File: config.mk
export PLATFORM = sky130hd
export DESIGN_NAME = rmw_fwd_pipe_flat
export DESIGN_NICKNAME = d
export VERILOG_FILES = /design/src/rtl/rmw_fwd_pipe_if.sv /design/src/rtl/rmw_fwd_pipe.sv /design/src/flat_wrapper.sv
export SDC_FILE = /design/constraint.sdc
export NUM_CORES = 1
export LEC_CHECK = 0
export CAP_MARGIN = 30
export CORE_MARGIN = 3
export CORE_UTILIZATION = 42
export DETAILED_ROUTE_END_ITERATION = 10
export PLACE_DENSITY = 0.75
export SYNTH_ARGS = -nofsm -noshare
export SYNTH_HDL_FRONTEND = slang
export SYNTH_SLANG_ARGS = --single-unit
File: constraint.sdc
create_clock -name i_clk -period 2.3 [get_ports i_clk]
set_input_delay 0.575 -clock i_clk [delete_from_list [all_inputs] [get_ports i_clk]]
set_output_delay 0.575 -clock i_clk [all_outputs]
set_load 0.05 [all_outputs]
File: src/rtl/rmw_fwd_pipe_if.sv
// Signal bundle between rmw_fwd_pipe and its issue source, state memory and application datapath.
// The block only ever sees the slave view; the master view is the environment side.
interface rmw_fwd_pipe_if #(
    parameter int PORT_W = 5,
    parameter int MEM_DW = 10,
    parameter int CAL_DW = 10,
    parameter int CNT_W  = 16
);
    // Valid-only qualifiers: each *_vld marks its companion fields for that single cycle.
    // There is no ready; every valid beat is consumed in the cycle it is presented.
    logic              i_port_vld;
    logic [PORT_W-1:0] i_port_id;
    logic [MEM_DW-1:0] i_mem_rdata;
    logic              o_app_vld;
    logic [PORT_W-1:0] o_app_port_id;
    logic [MEM_DW-1:0] o_app_rdata;
    logic [MEM_DW-1:0] i_app_wdata;
    logic              i_draw_back;
    logic [CAL_DW-1:0] i_app_cal_data;
    logic              o_mem_wvld;
    logic [PORT_W-1:0] o_mem_waddr;
    logic [MEM_DW-1:0] o_mem_wdata;
    logic              o_down_vld;
    logic [CAL_DW-1:0] o_down_cal_data;
    logic              o_fwd_hit;
    logic [CNT_W-1:0]  o_fwd_hit_cnt;

    modport slave (
        input  i_port_vld, i_port_id, i_mem_rdata, i_app_wdata, i_draw_back, i_app_cal_data,
        output o_app_vld, o_app_port_id, o_app_rdata, o_mem_wvld, o_mem_waddr, o_mem_wdata,
               o_down_vld, o_down_cal_data, o_fwd_hit, o_fwd_hit_cnt
    );

    modport master (
        output i_port_vld, i_port_id, i_mem_rdata, i_app_wdata, i_draw_back, i_app_cal_data,
        input  o_app_vld, o_app_port_id, o_app_rdata, o_mem_wvld, o_mem_waddr, o_mem_wdata,
               o_down_vld, o_down_cal_data, o_fwd_hit, o_fwd_hit_cnt
    );
endinterface

File: src/rtl/rmw_fwd_pipe.sv
// Per-port read-modify-write pipeline: forwards committed-but-not-yet-visible writes to
// stage S for any memory read latency, with per-op draw-back and a forward-hit counter.
module rmw_fwd_pipe #(
    parameter int PORT_N = 20,
    parameter int PORT_W = (PORT_N == 1) ? 1 : $clog2(PORT_N),
    parameter int MEM_DW = 10,
    parameter int CAL_DW = 10,
    parameter int RD_LAT = 1,
    parameter int FWD_EN = 1,
    parameter int CNT_W  = 16
) (
    input  logic          i_clk,
    input  logic          i_rst_n,
    rmw_fwd_pipe_if.slave bus
);
    localparam int H = RD_LAT + 1;

    logic [RD_LAT-1:0] iss_vld_q, iss_vld_d;
    logic [PORT_W-1:0] iss_id_q [RD_LAT];
    logic [PORT_W-1:0] iss_id_d [RD_LAT];

    logic              app_vld;
    logic [PORT_W-1:0] app_id;
    logic              commit;

    logic [H-1:0]      hist_vld_q, hist_vld_d;
    logic [PORT_W-1:0] hist_id_q   [H];
    logic [PORT_W-1:0] hist_id_d   [H];
    logic [MEM_DW-1:0] hist_data_q [H];
    logic [MEM_DW-1:0] hist_data_d [H];

    logic              fwd_match;
    logic [MEM_DW-1:0] fwd_data;
    logic              fwd_hit;

    logic              mem_wvld_q, mem_wvld_d;
    logic [PORT_W-1:0] mem_waddr_q, mem_waddr_d;
    logic [MEM_DW-1:0] mem_wdata_q, mem_wdata_d;
    logic              down_vld_q, down_vld_d;
    logic [CAL_DW-1:0] down_cal_q, down_cal_d;
    logic [CNT_W-1:0]  cnt_q, cnt_d;

    // Issue pipe: id registers only move alongside a valid, so idle slots keep stale ids.
    always_comb begin
        iss_vld_d    = '0;
        iss_vld_d[0] = bus.i_port_vld;
        iss_id_d[0]  = bus.i_port_vld ? bus.i_port_id : iss_id_q[0];
        for (int i = 1; i < RD_LAT; i++) begin
            iss_vld_d[i] = iss_vld_q[i-1];
            iss_id_d[i]  = iss_vld_q[i-1] ? iss_id_q[i-1] : iss_id_q[i];
        end
    end

    assign app_vld = iss_vld_q[RD_LAT-1];
    assign app_id  = iss_id_q[RD_LAT-1];
    assign commit  = app_vld & ~bus.i_draw_back;

    always_comb begin
        hist_vld_d     = {hist_vld_q[H-2:0], commit};
        hist_id_d[0]   = app_id;
        hist_data_d[0] = bus.i_app_wdata;
        for (int i = 1; i < H; i++) begin
            hist_id_d[i]   = hist_id_q[i-1];
            hist_data_d[i] = hist_data_q[i-1];
        end
    end

    // Scan oldest to youngest so the youngest matching commit wins.
    always_comb begin
        fwd_match = 1'b0;
        fwd_data  = bus.i_mem_rdata;
        if (FWD_EN != 0) begin
            for (int i = H - 1; i >= 0; i--) begin
                if (hist_vld_q[i] && (hist_id_q[i] == app_id)) begin
                    fwd_match = 1'b1;
                    fwd_data  = hist_data_q[i];
                end
            end
        end
    end

    assign fwd_hit = app_vld & fwd_match;

    always_comb begin
        mem_wvld_d  = commit;
        mem_waddr_d = commit ? app_id : mem_waddr_q;
        mem_wdata_d = commit ? bus.i_app_wdata : mem_wdata_q;
        down_vld_d  = commit;
        down_cal_d  = commit ? bus.i_app_cal_data : down_cal_q;
        cnt_d       = (fwd_hit && (cnt_q != '1)) ? cnt_q + 1'b1 : cnt_q;
    end

    always_ff @(posedge i_clk) begin
        if (!i_rst_n) begin
            iss_vld_q  <= '0;
            hist_vld_q <= '0;
            mem_wvld_q <= 1'b0;
            down_vld_q <= 1'b0;
            cnt_q      <= '0;
        end else begin
            iss_vld_q  <= iss_vld_d;
            hist_vld_q <= hist_vld_d;
            mem_wvld_q <= mem_wvld_d;
            down_vld_q <= down_vld_d;
            cnt_q      <= cnt_d;
        end
    end

    always_ff @(posedge i_clk) begin
        iss_id_q    <= iss_id_d;
        hist_id_q   <= hist_id_d;
        hist_data_q <= hist_data_d;
        mem_waddr_q <= mem_waddr_d;
        mem_wdata_q <= mem_wdata_d;
        down_cal_q  <= down_cal_d;
    end

    assign bus.o_app_vld       = app_vld;
    assign bus.o_app_port_id   = app_id;
    assign bus.o_app_rdata     = fwd_data;
    assign bus.o_fwd_hit       = fwd_hit;
    assign bus.o_mem_wvld      = mem_wvld_q;
    assign bus.o_mem_waddr     = mem_waddr_q;
    assign bus.o_mem_wdata     = mem_wdata_q;
    assign bus.o_down_vld      = down_vld_q;
    assign bus.o_down_cal_data = down_cal_q;
    assign bus.o_fwd_hit_cnt   = cnt_q;
endmodule

File: src/flat_wrapper.sv
// flat-port wrapper written by rule: the top's interface ports become plain ports
module rmw_fwd_pipe_flat 
#(
    parameter int PORT_N = 20,
    parameter int PORT_W = (PORT_N == 1) ? 1 : $clog2(PORT_N),
    parameter int MEM_DW = 10,
    parameter int CAL_DW = 10,
    parameter int RD_LAT = 1,
    parameter int FWD_EN = 1,
    parameter int CNT_W  = 16
)
  (i_clk, i_rst_n, bus_i_port_vld, bus_i_port_id, bus_i_mem_rdata, bus_i_app_wdata, bus_i_draw_back, bus_i_app_cal_data, bus_o_app_vld, bus_o_app_port_id, bus_o_app_rdata, bus_o_mem_wvld, bus_o_mem_waddr, bus_o_mem_wdata, bus_o_down_vld, bus_o_down_cal_data, bus_o_fwd_hit, bus_o_fwd_hit_cnt);
  rmw_fwd_pipe_if #(.PORT_W(PORT_W), .MEM_DW(MEM_DW), .CAL_DW(CAL_DW), .CNT_W(CNT_W)) bus_i ();
  input  logic i_clk;
  input  logic i_rst_n;
  input wire logic [$bits(bus_i.i_port_vld)-1:0] bus_i_port_vld;
  input wire logic [$bits(bus_i.i_port_id)-1:0] bus_i_port_id;
  input wire logic [$bits(bus_i.i_mem_rdata)-1:0] bus_i_mem_rdata;
  input wire logic [$bits(bus_i.i_app_wdata)-1:0] bus_i_app_wdata;
  input wire logic [$bits(bus_i.i_draw_back)-1:0] bus_i_draw_back;
  input wire logic [$bits(bus_i.i_app_cal_data)-1:0] bus_i_app_cal_data;
  output wire logic [$bits(bus_i.o_app_vld)-1:0] bus_o_app_vld;
  output wire logic [$bits(bus_i.o_app_port_id)-1:0] bus_o_app_port_id;
  output wire logic [$bits(bus_i.o_app_rdata)-1:0] bus_o_app_rdata;
  output wire logic [$bits(bus_i.o_mem_wvld)-1:0] bus_o_mem_wvld;
  output wire logic [$bits(bus_i.o_mem_waddr)-1:0] bus_o_mem_waddr;
  output wire logic [$bits(bus_i.o_mem_wdata)-1:0] bus_o_mem_wdata;
  output wire logic [$bits(bus_i.o_down_vld)-1:0] bus_o_down_vld;
  output wire logic [$bits(bus_i.o_down_cal_data)-1:0] bus_o_down_cal_data;
  output wire logic [$bits(bus_i.o_fwd_hit)-1:0] bus_o_fwd_hit;
  output wire logic [$bits(bus_i.o_fwd_hit_cnt)-1:0] bus_o_fwd_hit_cnt;
  assign bus_i.i_port_vld = bus_i_port_vld;
  assign bus_i.i_port_id = bus_i_port_id;
  assign bus_i.i_mem_rdata = bus_i_mem_rdata;
  assign bus_i.i_app_wdata = bus_i_app_wdata;
  assign bus_i.i_draw_back = bus_i_draw_back;
  assign bus_i.i_app_cal_data = bus_i_app_cal_data;
  assign bus_o_app_vld = bus_i.o_app_vld;
  assign bus_o_app_port_id = bus_i.o_app_port_id;
  assign bus_o_app_rdata = bus_i.o_app_rdata;
  assign bus_o_mem_wvld = bus_i.o_mem_wvld;
  assign bus_o_mem_waddr = bus_i.o_mem_waddr;
  assign bus_o_mem_wdata = bus_i.o_mem_wdata;
  assign bus_o_down_vld = bus_i.o_down_vld;
  assign bus_o_down_cal_data = bus_i.o_down_cal_data;
  assign bus_o_fwd_hit = bus_i.o_fwd_hit;
  assign bus_o_fwd_hit_cnt = bus_i.o_fwd_hit_cnt;
  rmw_fwd_pipe #(.PORT_N(PORT_N), .PORT_W(PORT_W), .MEM_DW(MEM_DW), .CAL_DW(CAL_DW), .RD_LAT(RD_LAT), .FWD_EN(FWD_EN), .CNT_W(CNT_W)) u_core (.i_clk(i_clk), .i_rst_n(i_rst_n), .bus(bus_i));
endmodule
==> flow_summary.json <==
{
  "die_y_um": 88.05,
  "synth_nets": 260,
  "maxSlewViolCount": 0,
  "drt_pass1_iterations": 4,
  "dieArea_mm2": 0.007753,
  "cts_htree_levels": 3,
  "fin_crit_sh_pct": 123.6,
  "cts_buffer_depth": 2,
  "yosysWarnings": 0,
  "synth-seq-cells": 79,
  "ant_nets": 0,
  "synth_compound_area_share_pct": 8.319,
  "final_util_pct": 72.49,
  "diodes": 0,
  "wl_per_cell_um": 15.45,
  "p_switching_uw": 703.4,
  "synth.area.top_cells": "dfxtp_1 (35%), edfxtp_1 (32%), mux2i_1 (5.0%), nand2_1 (3.3%), xor2_1 (2.5%)",
  "grt_use_total_pct": 16.35,
  "drt-initial-drc-count": 51,
  "whs_endpoint": "u_core.hist_data_q[7]$_DFF_P_",
  "slowest_delay_ns": 0.44,
  "synth_edf_count": 30,
  "slowest_stage": "edfxtp_1",
  "numCtsBuffers": 9,
  "wl_mm": 6.628,
  "min_from": "u_core.hist_data_d[7]$_DFF_P_",
  "cts.clk_slew.worst_paths_ns": 0.08,
  "synthMuxAreaShare_pct": 4.956,
  "pwr-share-clk_pct": 34.5,
  "cts_hold_buf": 0,
  "die_width_um": 88.05,
  "cap_viol_max_count": 0,
  "synth_xor_xnor_area_share_pct": 4.336,
  "syn-cell-area_mm2": 0.002828,
  "root_buffer": "clkbuf_8",
  "crit_path_max_fanout": 10,
  "std_cell_rows": 29,
  "power.share.sequential_pct": 53.0,
  "final.setup.worst_slack_ns": -0.5435,
  "startpoint_type": "flip-flop",
  "avgSynthCellArea_um2": 12.85,
  "avgViaCountPerCell": 4.951,
  "r2r-end": "u_core.bus.o_fwd_hit_cnt[6]$_SDFFE_PN0P_",
  "ir_worst_vdd_uv": 357.8,
  "worst_slew_pin_slew_ns": 0.5293,
  "cts_tree": "built",
  "ys.flop_type": "dfxtp_1",
  "layout_min_cycle_time_ns": 2.843,
  "pwr_density_cell_mw_per_mm2": 621.9,
  "coreArea_mm2": 0.006422,
  "slew-limit-headroom_pct": 64.60,
  "grt_max_degree": 29,
  "worstPathCellList": "xor2_1 > nor4_1 > and3_1 > buf_12 > mux2i_2 > o21ai_4 > buf_12",
  "fin_worst_skew_ns": 0.01301,
  "required_ns": 1.73,
  "port_buffers": 98,
  "gp_congestion": 0.7732,
  "grt_pass1_wl_mm": 9.597,
  "fmax_mhz": 351.7,
  "dp_hpwl_mm": 4.364,
  "synth_top_cell_by_area": "dfxtp_1",
  "synth_common_cells": "dfxtp_1 (49), edfxtp_1 (30), nand2_1 (25)",
  "status": "complete, but fails checks",
  "first_global_vias": 2029,
  "p_int_uw": 2192,
  "end_kind": "output port",
  "setup-violations-final": 12,
  "clkSinkCount": 79,
  "worstPathArrival_ns": 2.27,
  "r2r_cells": 10,
  "synthSimpleGateAreaFrac_pct": 11.68,
  "ys_seq_area_share_pct": 66.55,
  "rsz0062_at_grt": "yes",
  "remaining_drc_errors": 0,
  "synthAdderAreaFrac_pct": 0.4425,
  "power_uw": 2895,
  "num_vias": 2124,
  "synth_top_family_by_area": "simple AND/OR/NAND/NOR gates",
  "synth_top_cell_area_share_pct": 34.69,
  "gr-total-overflow": 0,
  "ys_types": 37,
  "hold_viol": 0,
  "antenna_found_initial": 0,
  "hold_depth": 0,
  "r2r_slack_ns": -0.16,
  "async_flop_share_pct": 0,
  "hold_path.class": "flip-flop to flip-flop",
  "clkLatencyLatePin_ns": 0.34,
  "violations": "setup timing",
  "worstReg2RegStart": "u_core.bus.o_app_port_id[3]$_DFFE_PP_",
  "io_pins": 99,
  "cp_common_cell": "buf_12",
  "synth_most_common_cell": "dfxtp_1",
  "drive_gt1_share_pct": 24.15,
  "synth_cells": 220,
  "swShare_pct": 24.29,
  "critical_path_class": "flip-flop to output port",
  "syn_to_final_growth_pct": 64.65,
  "initial_core_util_pct": 44.03,
  "fin_nets": 387,
  "p_leak_uw": 0.001741,
  "comb_power_share_pct": 12.5
}
-- area by class of cell --
cell class / count / area [um^2]
Fill cell: 441 / 1767
Clock buffer: 12 / 135.1
Timing Repair Buffer: 129 / 1416
Tap cell: 77 / 96.34
Multi-Input combinational cell: 126 / 1064
Clock inverter: 4 / 55.05
Inverter: 2 / 7.507
Sequential cell: 79 / 1882
-- cells by family after synthesis --
kind of cell             count (synthesis)
AO/OA/AOI/OAI                           31
XOR/XNOR                                14
adder cells (fa/ha/maj)                  1
buffers and inverters                   16
flip-flops                              79
multiplexers                            14
AND/OR/NAND/NOR                         65
-- through the flow --
step	instance area [um^2]	worst slack, ns	instances	TNS [ns]	hold slack, ns
6_report	4656	-0.5435	429	-5.583	0.3513
5_1_grt	4656	-0.6883	429	-7.958	0.3573
4_1_cts	4439	-0.4449	418	-4.757	0.3523
3_5_place_dp	4210	-0.09069	399	-0.6569	0.3348
3_3_place_gp	4210	-0.03562	399	-0.3090	0.3336
2_1_floorplan	2962	0.008848	220	0	0.3306
-- how the worst max path moves through the flow --
stage | from | endpoint | slack (ns)
2_1_floorplan | u_core.bus.o_app_port_id[3]$_DFFE_PP_ | bus_o_app_rdata[0] | 0.009
3_3_place_gp | u_core.bus.o_app_port_id[3]$_DFFE_PP_ | bus_o_app_rdata[6] | -0.04
3_5_place_dp | u_core.bus.o_app_port_id[3]$_DFFE_PP_ | bus_o_app_rdata[9] | -0.09
4_1_cts | u_core.bus.o_app_port_id[3]$_DFFE_PP_ | bus_o_app_rdata[6] | -0.44
5_1_grt | u_core.bus.o_app_port_id[3]$_DFFE_PP_ | bus_o_app_rdata[9] | -0.69
6_report | u_core.bus.o_app_port_id[4]$_DFFE_PP_ | bus_o_app_rdata[9] | -0.54
-- state kept, by name (all words and copies together), names as in the netlist --
signal and cells:
u_core.hist_data_q 10, u_core.bus.o_app_port_id 5, u_core.hist_id_q 5, u_core.bus.o_app_vld 1
u_core.bus.o_mem_wdata 10, u_core.hist_id_d 5, u_core.bus.o_down_cal_data 10, u_core.hist_vld_q 2
u_core.bus.o_fwd_hit_cnt 16, u_core.bus.o_mem_waddr 5, u_core.hist_data_d 10
-- layer usage --
layer  GRT usage (%)  up-vias  wire length, um
met5               0        -                0
met4           7.418        0              155
met3           4.704       12              432
met2           25.75       75             3108
met1           20.92      996             2932
li1                -     1041                -
-- placed cells by master, fill, tap and decap left out, types with 7 or more instances in the layout --
| cell | Yosys | routed |
|---|---|---|
| and2_1 | 7 | 7 |
| mux2i_2 | 0 | 8 |
| buf_12 | 0 | 15 |
| nand3_1 | 7 | 7 |
| dfxtp_1 | 49 | 49 |
| clkdlybuf4s50_1 | 0 | 83 |
| buf_4 | 8 | 21 |
| nand2_1 | 25 | 25 |
| o21ai_4 | 0 | 10 |
| clkbuf_8 | 0 | 9 |
| xor2_1 | 8 | 7 |
| edfxtp_1 | 30 | 30 |
-- what timing repair did --
item                                    4_1_cts  5_1_grt
resized for setup                             7       26
pin swaps                                     0       15
cloned                                        0        2
endpoints found under the setup margin       16       22
setup buffers                                 3       10
endpoints found under the hold margin         0        0
-- power groups by stage --
stage	registers, uW	logic [uW]	clock network [uW]
floorplan	1600	130	0
global placement	1560	336	0
detailed placement	1570	341	0
CTS	1530	348	1030
global route	1540	380	1090
finish	1530	362	1000
-- critical path, delay by kind of cell (launching register included) --
family | cells | cell delay [ns]
AO/OA/AOI/OAI | 1 | 0.09
XOR/XNOR | 1 | 0.21
buffers and inverters | 2 | 0.32
flip-flops | 1 | 0.44
multiplexers | 1 | 0.30
AND/OR/NAND/NOR | 2 | 0.55
(Power assumes the default switching activity.)
